`src/rtl/mips_isa_pkg.sv`:
```
// rtl/mips_isa_pkg.sv - shared MIPS opcode, format and error-code definitions
package mips_isa_pkg;

    localparam logic [5:0] ALU_R      = 6'h00;
    localparam logic [5:0] JUMP       = 6'h02;
    localparam logic [5:0] BRANCH_EQ  = 6'h04;
    localparam logic [5:0] ADDI       = 6'h08;
    localparam logic [5:0] LOAD_WORD  = 6'h23;
    localparam logic [5:0] STORE_WORD = 6'h2B;

    typedef enum logic [1:0] {
        FMT_R,
        FMT_I,
        FMT_J,
        FMT_ILLEGAL
    } instr_fmt_e;

    localparam logic [1:0] ERR_NONE     = 2'd0;
    localparam logic [1:0] ERR_ILLEGAL  = 2'd1;
    localparam logic [1:0] ERR_OVERFLOW = 2'd2;

    // Only the opcodes control_unit decodes are legal; everything else is rejected.
    function automatic instr_fmt_e opcode_format(input logic [5:0] opcode);
        case (opcode)
            ALU_R:                                      return FMT_R;
            ADDI, BRANCH_EQ, LOAD_WORD, STORE_WORD:     return FMT_I;
            JUMP:                                       return FMT_J;
            default:                                    return FMT_ILLEGAL;
        endcase
    endfunction

endpackage

```
`src/rtl/instr_format_pack.sv`:
```
// rtl/instr_format_pack.sv - combinational packer from decoded fields to a 32-bit MIPS word
module instr_format_pack
    import mips_isa_pkg::*;
(
    input  logic [5:0]  opcode,
    input  logic [4:0]  rs,
    input  logic [4:0]  rt,
    input  logic [4:0]  rd,
    input  logic [4:0]  shamt,
    input  logic [5:0]  funct,
    input  logic [15:0] imm,
    input  logic [25:0] target,
    output logic [31:0] word,
    output instr_fmt_e  fmt
);

    always_comb begin
        fmt  = opcode_format(opcode);
        word = 32'h0;
        case (fmt)
            FMT_R:   word = {opcode, rs, rt, rd, shamt, funct};
            FMT_I:   word = {opcode, rs, rt, imm};
            FMT_J:   word = {opcode, target};
            default: word = 32'h0;
        endcase
    end

endmodule

```
`src/rtl/instr_encoder.sv`:
```
// rtl/instr_encoder.sv - streams field bundles into encoded words written to instruction memory
module instr_encoder
    import mips_isa_pkg::*;
#(
    parameter int ADDR_W = 8
) (
    input  logic              clk,
    input  logic              arst_n,
    input  logic              start,
    input  logic              in_valid,
    output logic              in_ready,
    input  logic [5:0]        in_opcode,
    input  logic [4:0]        in_rs,
    input  logic [4:0]        in_rt,
    input  logic [4:0]        in_rd,
    input  logic [4:0]        in_shamt,
    input  logic [5:0]        in_funct,
    input  logic [15:0]       in_imm,
    input  logic [25:0]       in_target,
    input  logic              in_last,
    output logic              imem_we,
    output logic [ADDR_W-1:0] imem_addr,
    output logic [31:0]       imem_wdata,
    output logic              busy,
    output logic              done,
    output logic              err,
    output logic [1:0]        err_code,
    output logic [ADDR_W:0]   word_count
);

    typedef enum logic [1:0] {
        S_IDLE,
        S_LOAD,
        S_DONE,
        S_ERROR
    } state_e;

    localparam logic [ADDR_W-1:0] PTR_MAX = '1;
    localparam logic [ADDR_W-1:0] PTR_ONE = {{(ADDR_W-1){1'b0}}, 1'b1};
    localparam logic [ADDR_W:0]   WC_ONE  = {{ADDR_W{1'b0}}, 1'b1};

    state_e            state;
    logic [ADDR_W-1:0] ptr;
    logic [31:0]       packed_word;
    instr_fmt_e        fmt;

    instr_format_pack u_pack (
        .opcode (in_opcode),
        .rs     (in_rs),
        .rt     (in_rt),
        .rd     (in_rd),
        .shamt  (in_shamt),
        .funct  (in_funct),
        .imm    (in_imm),
        .target (in_target),
        .word   (packed_word),
        .fmt    (fmt)
    );

    assign in_ready = (state == S_LOAD);
    assign busy     = (state == S_LOAD);
    assign done     = (state == S_DONE);
    assign err      = (state == S_ERROR);

    always_ff @(posedge clk or negedge arst_n) begin
        if (!arst_n) begin
            state      <= S_IDLE;
            ptr        <= '0;
            word_count <= '0;
            err_code   <= ERR_NONE;
            imem_we    <= 1'b0;
            imem_addr  <= '0;
            imem_wdata <= 32'h0;
        end else begin
            imem_we <= 1'b0;
            case (state)
                S_LOAD: begin
                    if (in_valid) begin
                        if (fmt == FMT_ILLEGAL) begin
                            err_code <= ERR_ILLEGAL;
                            state    <= S_ERROR;
                        end else begin
                            imem_we    <= 1'b1;
                            imem_addr  <= ptr;
                            imem_wdata <= packed_word;
                            word_count <= word_count + WC_ONE;
                            if (in_last) begin
                                state <= S_DONE;
                            end else if (ptr == PTR_MAX) begin
                                // Last slot is still written; the pointer is held rather than wrapped.
                                err_code <= ERR_OVERFLOW;
                                state    <= S_ERROR;
                            end else begin
                                ptr <= ptr + PTR_ONE;
                            end
                        end
                    end
                end
                default: begin
                    if (start) begin
                        state      <= S_LOAD;
                        ptr        <= '0;
                        word_count <= '0;
                        err_code   <= ERR_NONE;
                    end
                end
            endcase
        end
    end

endmodule

```
`config.mk`:
```
export PLATFORM = sky130hd
export DESIGN_NAME = instr_encoder
export DESIGN_NICKNAME = d
export VERILOG_FILES = /design/src/rtl/mips_isa_pkg.sv /design/src/rtl/instr_format_pack.sv /design/src/rtl/instr_encoder.sv
export SDC_FILE = /design/constraint.sdc
export NUM_CORES = 1
export LEC_CHECK = 0
export ABC_AREA = 1
export BUFFER_PORTS_ARGS = -buffer_cell sky130_fd_sc_hd__buf_2
export CAP_MARGIN = 25
export CORE_ASPECT_RATIO = 1.75
export CORE_MARGIN = 2
export CORE_UTILIZATION = 30
export CTS_CLUSTER_DIAMETER = 40
export DETAILED_ROUTE_END_ITERATION = 12
export HOLD_SLACK_MARGIN = 0.03
export PLACE_DENSITY = 0.6
export SYNTH_ARGS = -nofsm -noshare
export SYNTH_HDL_FRONTEND = slang
export SYNTH_HIERARCHICAL = 1
export SYNTH_SLANG_ARGS = --single-unit
```
`constraint.sdc`:
```
create_clock -name clk -period 1.4 [get_ports clk]
set_input_delay 0.14 -clock clk [delete_from_list [all_inputs] [get_ports clk]]
set_output_delay 0.14 -clock clk [all_outputs]
set_load 0.1 [all_outputs]
```
## Word-level counts from Yosys, hierarchy flattened

Index checks and enable logic that the tools add are counted.
Widths: inputs -> output; s select.

- $add $sub $neg: 2
- Equal/unequal tests: 19
- Multiplexer cells: 27
- Bitwise operators: 1
- Reduce and logical (&&, ||, !) cells: 9

Operators with widths:

| operator | number |
|---|---|
| $pmux 32 s3 | 1 |
| $mux 8 | 6 |
| $mux 9 | 4 |
| $mux 2 | 12 |
| $eq 6x6->1 const B | 2 |
| $add 9x1->9 const B | 1 |
| $reduce_and 3->1 | 3 |
| $add 8x1->8 const B | 1 |
| $eq 2x2->1 const B | 4 |
| $eq 8x8->1 const B | 1 |
| $ne 2x2->1 const B | 4 |
| $eq 6x2->1 const B | 1 |
| $eq 6x3->1 const B | 1 |
| $eq 6x4->1 const B | 1 |
| $logic_not 6->1 | 1 |
| $pmux 2 s3 | 1 |
| $reduce_and 5->1 | 1 |
| $eq 2x1->1 const B | 2 |
| $ne 4x2->1 const B | 1 |
| $reduce_and 4->1 | 1 |
| $reduce_or 4->1 | 1 |
| $mux 1 | 3 |
| $ne 3x1->1 const B | 1 |
| $ne 3x2->1 const B | 1 |
| other kinds (3) | 3 |

- Flip-flop bits (word level): 62
- Input port bits: 79
- Output and inout port bits: 56
- Word-level logic and storage cells: 65

## Longest topological paths before layout

Gate-level depths: netlist of the first run.

- Depth in word-level cells: 7
- Depth in mapped cells: 14
- Depth with buffers taken out: 13

## Hierarchy

Netlist of the first run, hierarchy kept.

By module, submodules not included:

| module | times used | cells an instance | area an instance (sq um) | sequential area each (sq um) |
|---|---|---|---|---|
| instr_encoder | 1 | 343 | 2795.2 | 1551.5 |
| instr_format_pack | 1 | 140 | 719.4 | 0.0 |

## Least setup slack after synthesis of the first run

No wires, ideal clock.

- Path kind: reg2reg
- From: register word_count[0]
- To: register word_count[8]
- Setup time: 0.125 ns
- Arrival time: 1.754 ns
- Required time: 1.275 ns
- Slack: -0.479 ns
- Cell stages (with the launch flop): 7
- Path buffers: 0
- Clock period less this slack: 1.879 ns
- Path through: dfrtp_1 > ha_1 > inv_1 > nor2_1 > nand3_1 > nand3_1 > o21ai_1

- Longest elaborated chain between the ends: 4

RTL lines:

| element | RTL line | RTL |
|---|---|---|
| from (decl) | instr_encoder.sv:28 | `output logic [ADDR_W:0] word_count` |
| from (signal assigned) | instr_encoder.sv:86 | `word_count <= word_count + WC_ONE;` |
| $add 9x1->9 | instr_encoder.sv:86 |  |
| $mux 9 | instr_encoder.sv:79 | `if (fmt == FMT_ILLEGAL) begin` |
| $mux 9 | instr_encoder.sv:78 | `if (in_valid) begin` |
| $mux 9 | instr_encoder.sv:76 | `case (state)` |

No other way between the ends. The select of a mux whose other input is x is not followed.
A chain may end at the register's enable or synchronous reset.

## Worst setup path after layout of the first run

- From: register state[1]
- To: output port done

- Longest elaborated chain between the ends: 1

RTL lines:

| element | RTL line | RTL |
|---|---|---|
| from (decl) | instr_encoder.sv:42 | `state_e state;` |
| from (signal assigned) | instr_encoder.sv:67 | `state <= S_IDLE;` |
| from (signal assigned) | instr_encoder.sv:81 | `state <= S_ERROR;` |
| from (signal assigned) | instr_encoder.sv:88 | `state <= S_DONE;` |
| $eq 2x2->1 | instr_encoder.sv:62 | `assign done = (state == S_DONE);` |
| to (decl) | instr_encoder.sv:25 | `output logic done,` |

No other way between the ends.

==> flow_metrics.env, run 1 <==
export IMPL_status="finished, violations left"
export IMPL_relSlewSlack_pct=65.9
export IMPL_syn_area_sq_um=3510
export IMPL_p_leak_nw=2.88
export IMPL_synth_edf_count=0
export IMPL_crit_start="state[1]"
export IMPL_min_from="in_rt[0]"
export IMPL_antenna_cells=0
export IMPL_dpl_hpwl_um=7830
export IMPL_internal_power_mw=4.97
export IMPL_ys_flop_type="dfrtp_1"
export IMPL_hold_end="imem_wdata[16]"
export IMPL_seq_power_share_pct=25.5
export IMPL_cp_required_ns=1.26
export IMPL_drcViolationCount=4
export IMPL_hold_violations=0
export IMPL_clock_sinks=62
export IMPL_num_rows=52
export IMPL_die_w_um=85.8
export IMPL_worstSetupPathType="flip-flop to output port"
export IMPL_overflow=0
export IMPL_grt_max_degree=63
export IMPL_antenna_found_initial=0
export IMPL_drt_vias_per_instance=4.71
export IMPL_layout_setup_ws_ns=-0.00520
export IMPL_async_flop_share_pct=100
export IMPL_fmax_mhz=712
export IMPL_synth_nets=564
export IMPL_clock_skew_ns=0.00453
export IMPL_place_ws_ns=-0.288
export IMPL_drive_gt1_share_pct=39.5
export IMPL_switching_share_pct=42.3
export IMPL_die_y_um=147
export IMPL_core_sq_um=11500
export IMPL_gp_congestion=0.838
export IMPL_port_buffer_count=134
export IMPL_nFillCells=1146
export IMPL_wirelength_um=10200
export IMPL_seq_area_frac_synth_pct=44.1
export IMPL_track_usage_pct=16.7
export IMPL_drtIter0Drc=196
export IMPL_pwr_share_clk_pct=29.9
export IMPL_r2r_cells=8
export IMPL_syn_inst=483
export IMPL_rr_startpoint="ptr[0]"
export IMPL_crit_path_end_kind="output port"
export IMPL_period_minus_slack_ns=1.41
export IMPL_cp_max_fo=3
export IMPL_area_growth_pct=49.2
export IMPL_peakVddDrop_v=0.000645
export IMPL_start_util_pct=30.5
export IMPL_htree_levels=3
export IMPL_clock_root_buffer="clkbuf_16"
export IMPL_net_switching_power_mw=3.64
export IMPL_synth_seq_cells=62
export IMPL_worst_slew_pin_slew_ns=0.515
export IMPL_fin_util_pct=45.5
export IMPL_path_cells="inv_2 > buf_4 > nor2_4 > buf_12"
export IMPL_hold_depth=5
export IMPL_final_nets=732
export IMPL_worst_skew_pair_late_latency_ns=0.33
export IMPL_power_density_nw_per_um2=1640
export IMPL_comb_power_share_pct=44.6
export IMPL_violations="design-rule violations, negative setup slack"
export IMPL_grt_first_pass_wirelength_um=17000
export IMPL_slew_violations=0
export IMPL_clockBufferDepth=2
export IMPL_rsz0062_at_grt="true"
export IMPL_cts_made_buffers=9
export IMPL_hold_path_class="input pin to flip-flop"
export IMPL_vias=3724
export IMPL_min_period_over_period_pct=100
export IMPL_ios=135
export IMPL_tritoncts="yes"
export IMPL_syn_area_per_cell_sq_um=7.28
export IMPL_r2r_end="ptr[6]"
export IMPL_crit_path_start_kind="flip-flop"
export IMPL_grt_pass1_vias=3767
export IMPL_yosys_warnings=6
export IMPL_max_cap_violations=0
export IMPL_die_area_sq_um=12600
export IMPL_crit_slowest_cell="dfrtp_1"
export IMPL_rrSetupSlack_ns=0.04
export IMPL_wl_per_cell_um=12.9
export IMPL_setup_viol=1
export IMPL_worstPathArrival_ns=1.27
export IMPL_yosysUniqueCellTypes=30
export IMPL_drtAntennaViolNets=0
export IMPL_max_stage_delay_ns=0.42
export IMPL_clkSlewWorstSetupHoldPaths_ns=0.06
export IMPL_drt_pass1_iterations=11
-- final cells by class --
type	count	area (sq um)	area share (%)
clock buffers	11	243	4.63
clock inverters	5	106	2.03
inverters	31	158	3.01
multi-input cells	367	1820	34.8
flip-flops and latches	62	1570	29.9
well taps	135	169	3.22
repair buffers	180	1180	22.4
-- per-stage QoR --
stage          TNS (ns)  hold slack [ns]  total power, mW  cell area [sq um]  std cells
3_3_place_gp     -10.75            0.175             5.64               4680        763
3_5_place_dp     -13.17            0.181             5.68               4680        763
2_1_floorplan     -1.92           -0.156             4.69               3700        483
4_1_cts         -0.0463            0.104             8.52               5120        786
5_1_grt          -0.247            0.130             8.99               5240        791
6_report       -0.00520            0.114             8.61               5240        791
-- state kept, by name (all words and copies together), names as in the netlist --
name,cells
err_code,2
imem_addr,8
imem_wdata,32
imem_we,1
ptr,8
state,2
word_count,9
-- repair_timing --
item	CTS	global route
pin swaps	1	3
endpoints found under the setup margin	11	61
hold buffers	1	0
endpoints found under the hold margin	62	0
gates resized for setup	8	22
buffers inserted	6	5
-- worst max-delay path, delay by kind of cell (launching register included) --
| family | cells | cell delay [ns] |
|---|---|---|
| DFF | 1 | 0.42 |
| and+or+nand+nor | 1 | 0.09 |
| buffers and inverters | 3 | 0.43 |
-- cells in the mapped netlist (3+ instances only) --
| library cell | number | share of area [%] |
|---|---|---|
| nand3_2 | 4 | 1.1 |
| nand2_1 | 230 | 25 |
| nand2_2 | 6 | 1.1 |
| nor2_1 | 25 | 2.7 |
| nand4_1 | 29 | 5.2 |
| nand2_4 | 3 | 0.96 |
| a21oi_1 | 5 | 0.71 |
| nand3_1 | 30 | 4.3 |
| nor2_2 | 3 | 0.53 |
| buf_4 | 11 | 2.3 |
| o21ai_1 | 8 | 1.1 |
| inv_2 | 5 | 0.53 |
| dfrtp_1 | 62 | 44 |
| buf_2 | 9 | 1.3 |
| buf_6 | 3 | 0.96 |
| o21ai_0 | 4 | 0.57 |
| inv_1 | 25 | 2.7 |
| o21ai_2 | 4 | 1.0 |
| nor2_4 | 3 | 0.96 |
-- how the worst max path moves through the flow --
| stage | endpoint | depth (start not counted) |
|---|---|---|
| 2_1_floorplan | word_count[8] | 5 |
| 3_3_place_gp | ptr[5] | 14 |
| 3_5_place_dp | ptr[7] | 14 |
| 4_1_cts | imem_addr[6] | 6 |
| 5_1_grt | done | 4 |
| 6_report | done | 4 |
-- logic make-up (layout without fill, tap and decap cells) --
logic type	after synthesis	in the layout	synth area share, %
and+or+nand+nor	336	336	41.9
buffers and inverters	54	227	7.90
adders and majority gates	2	2	0.712
AOI/OAI and AO/OA	26	26	4.77
other	1	1	0.107
xor gates and xnor gates	2	2	0.498
DFF	62	62	44.1
-- layout by cell type, fill, tap and decap left out, types with 2 or more instances in the layout --
| master | n |
|---|---|
| buf_6 | 6 |
| clkbuf_16 | 9 |
| o21bai_1 | 2 |
| dfrtp_4 | 3 |
| nand3_1 | 29 |
| nor2_2 | 3 |
| buf_2 | 130 |
| inv_2 | 7 |
| bufinv_16 | 3 |
| nand3_2 | 5 |
| nor2_4 | 9 |
| o21ai_0 | 3 |
| o21ai_1 | 8 |
| buf_12 | 10 |
| dfrtp_2 | 5 |
| o21ai_2 | 5 |
| nand4_1 | 29 |
| inv_1 | 19 |
| buf_4 | 33 |
| a21oi_1 | 5 |
| nand2_1 | 218 |
| nand2_4 | 8 |
| xor2_1 | 2 |
| dfrtp_1 | 54 |
| nor2_1 | 19 |
| nand2_2 | 12 |
-- power by group through the flow --
stage | Combinational [mW] | Sequential, mW | Clock (mW)
floorplan | 1.35 | 3.34 | 0
global placement | 3.43 | 2.21 | 0
detailed placement | 3.47 | 2.21 | 0
CTS | 3.70 | 2.18 | 2.64
global route | 4.05 | 2.22 | 2.71
finish | 3.84 | 2.20 | 2.58
-- routing by layer --
| layer | track usage, % | share of wire (%) |
|---|---|---|
| met2 | 31.2 | 55 |
| met3 | 2.47 | 4.6 |
| met5 | 0 | 0 |
| met4 | 7.70 | 2.7 |
| met1 | 17.8 | 38 |
Power figures use the tool's default switching activity.
==> run 2: changes to the inputs <==
- ABC_AREA: 1 -> unset
- PLACE_DENSITY: 0.6 -> 0.61
==> run 2 against run 1 <==
Against the previous run: the run ends with negative setup slack left; cell count down 13%; clock skew down 0.0012 ns; worst hold slack better by 0.0053 ns; maximum frequency down 12%; sequential share of layout area down 1.6 points; setup slack worse by 0.19 ns; critical path depth up 2; power down 32%; first-iteration DRC count down 33%.
==> flow_metrics.env, run 2 <==
export IMPL_status="finished, violations left"
export IMPL_violations="negative setup slack"
export IMPL_layout_setup_ws_ns=-0.197
export IMPL_worstSetupPathType="flip-flop to flip-flop"
export IMPL_syn_area_per_cell_sq_um=9.02
export IMPL_drtAntennaViolNets=0
export IMPL_htree_levels=3
export IMPL_synth_edf_count=0
export IMPL_drt_pass1_iterations=4
export IMPL_area_growth_pct=70.5
export IMPL_die_y_um=142
export IMPL_die_w_um=82.7
export IMPL_clock_root_buffer="clkbuf_16"
export IMPL_synth_nets=441
export IMPL_hold_path_class="input pin to flip-flop"
export IMPL_worstPathArrival_ns=1.84
export IMPL_port_buffer_count=134
export IMPL_cp_required_ns=1.65
export IMPL_die_area_sq_um=11700
export IMPL_p_leak_nw=3.12
export IMPL_worst_skew_pair_late_latency_ns=0.33
export IMPL_core_sq_um=10600
export IMPL_fin_util_pct=52.1
export IMPL_track_usage_pct=18.7
export IMPL_relSlewSlack_pct=65.8
export IMPL_wirelength_um=11700
export IMPL_overflow=0
export IMPL_peakVddDrop_v=0.000652
export IMPL_start_util_pct=30.5
export IMPL_async_flop_share_pct=100
export IMPL_top_register="imem_wdata"
export IMPL_drive_gt1_share_pct=58.0
export IMPL_syn_area_sq_um=3250
export IMPL_postPlaceCellArea_sq_um=4520
export IMPL_rsz0062_at_grt="true"
export IMPL_fin_tns_setup_ns=-2.49
export IMPL_largest_register_ffs=32
export IMPL_synth_top_area_share_pct=47.8
export IMPL_drtIter0Drc=132
export IMPL_crit_path_start_kind="flip-flop"
export IMPL_drt_vias_per_instance=5.13
export IMPL_final_cell_mix="124 x buf_2, 81 x nand2_1, 55 x dfrtp_1"
export IMPL_grt_pass1_vias=3418
export IMPL_setup_viol=54
export IMPL_grt_first_pass_wirelength_um=16600
export IMPL_final_nets=636
export IMPL_wl_per_cell_um=16.9
export IMPL_antenna_cells=0
export IMPL_power_density_nw_per_um2=1060
export IMPL_antenna_found_initial=0
export IMPL_stdcell_area_sq_um=5540
export IMPL_ys_flop_type="dfrtp_1"
export IMPL_netlist_top_cells_area="dfrtp_1 48%, nand2_1 15%, a221o_2 5.5%, and3_1 4.0%, a22o_1 2.7%"
export IMPL_reg_largest_list="imem_wdata (32), word_count (9)"
export IMPL_synth_most_common_cell="nand2_1"
export IMPL_synth_top_cell_by_area="dfrtp_1"
export IMPL_num_rows=50
export IMPL_worst_slew_pin_slew_ns=0.517
export IMPL_synth_top_cells_by_count="126 x nand2_1, 62 x dfrtp_1, 21 x and3_1, 16 x a221o_2, 11 x clkbuf_1"
export IMPL_clockBufferDepth=2
export IMPL_max_cap_violations=0
export IMPL_gp_congestion=0.838
export IMPL_hold_violations=0
export IMPL_synth_seq_cells=62
export IMPL_final_common_cell="buf_2"
export IMPL_yosys_warnings=6
export IMPL_cts_made_buffers=9
export IMPL_min_period_over_period_pct=114
export IMPL_ios=135
export IMPL_nFillCells=995
export IMPL_slew_violations=0
export IMPL_clock_skew_ns=0.00329
export IMPL_grt_max_degree=63
export IMPL_clkSlewWorstSetupHoldPaths_ns=0.06
export IMPL_crit_path_end_kind="flip-flop"
export IMPL_fmax_mhz=626
export IMPL_seq_area_frac_synth_pct=47.8
export IMPL_cp_max_fo=8
export IMPL_syn_inst=360
export IMPL_clock_sinks=62
export IMPL_drcViolationCount=0
export IMPL_dpl_hpwl_um=7430
export IMPL_tritoncts="yes"
export IMPL_vias=3538
export IMPL_yosysUniqueCellTypes=52
export IMPL_period_minus_slack_ns=1.60
[run 2: worst paths after layout]
path | start | to | slack [ns] | cells after the start
min in group asynchronous | arst_n | imem_wdata[30] | 0.36 | 3
setup reg to reg | state[1] | ptr[5] | -0.20 | 6
hold reg to reg | imem_wdata[9] | imem_wdata[9] | 0.47 | 2
max in group asynchronous | arst_n | word_count[2] | 0.73 | 3
setup / recovery | state[1] | ptr[5] | -0.20 | 6
hold / removal | in_target[21] | imem_wdata[21] | 0.12 | 4
[run 2: final cells by class]
type / instances / area (sq um) / area share (%)
well taps: 130 / 163 / 2.94
clock buffers: 11 / 253 / 4.56
repair buffers: 205 / 1560 / 28.1
inverters: 6 / 48.8 / 0.881
clock inverters: 5 / 57.6 / 1.04
multi-input cells: 271 / 1890 / 34.1
flip-flops and latches: 62 / 1570 / 28.3
[run 2: critical path: stages (launching register included)]
cell	delay, ns
dfrtp_1	0.38
buf_6	0.12
buf_6	0.11
and4bb_4	0.33
o211a_4	0.22
a41oi_2	0.16
a31oi_1	0.19
[run 2: per-layer routing]
layer	vias up	global-route usage [%]	share of wire [%]
met3	28	3.94	4.4
met1	1733	20.2	35
met5	-	0	0
met4	0	9.66	3.9
li1	1658	-	-
met2	119	33.3	57
[run 2: logic make-up after synthesis]
logic type	Yosys count	synth area share, %
AND/OR/NAND/NOR	195	28.0
AO/OA/AOI/OAI	66	16.9
flip-flops	62	47.8
buffers and inverters	27	4.51
XOR/XNOR	6	1.62
adder cells (fa/ha/maj)	2	0.770
other	1	0.115
multiplexers	1	0.308
[run 2: per-stage QoR]
step / hold WS [ns] / cells / setup slack [ns] / total power, mW
final: 0.119 / 690 / -0.197 / 5.86
after global routing: 0.127 / 690 / -0.240 / 6.08
after CTS: 0.107 / 679 / -0.179 / 5.83
after detailed placement: 0.190 / 651 / -0.500 / 3.44
after global placement: 0.180 / 651 / -0.455 / 3.42
after floorplan: -0.156 / 360 / -0.344 / 2.97
[run 2: power by group]
group / total, mW / switching, mW / internal (mW)
logic: 1.62 / 1.13 / 0.486
registers: 1.95 / 0.0558 / 1.89
clock network: 2.29 / 0.820 / 1.47
[run 2: repair_timing]
action                                  in CTS  in global routing
setup buffers                               10                  4
hold buffers                                 2                  0
endpoints found under the setup margin      52                 62
gates cloned                                 0                  7
gates resized for setup                     42                 81
endpoints found under the hold margin       63                  0
pin swaps                                   11                 47
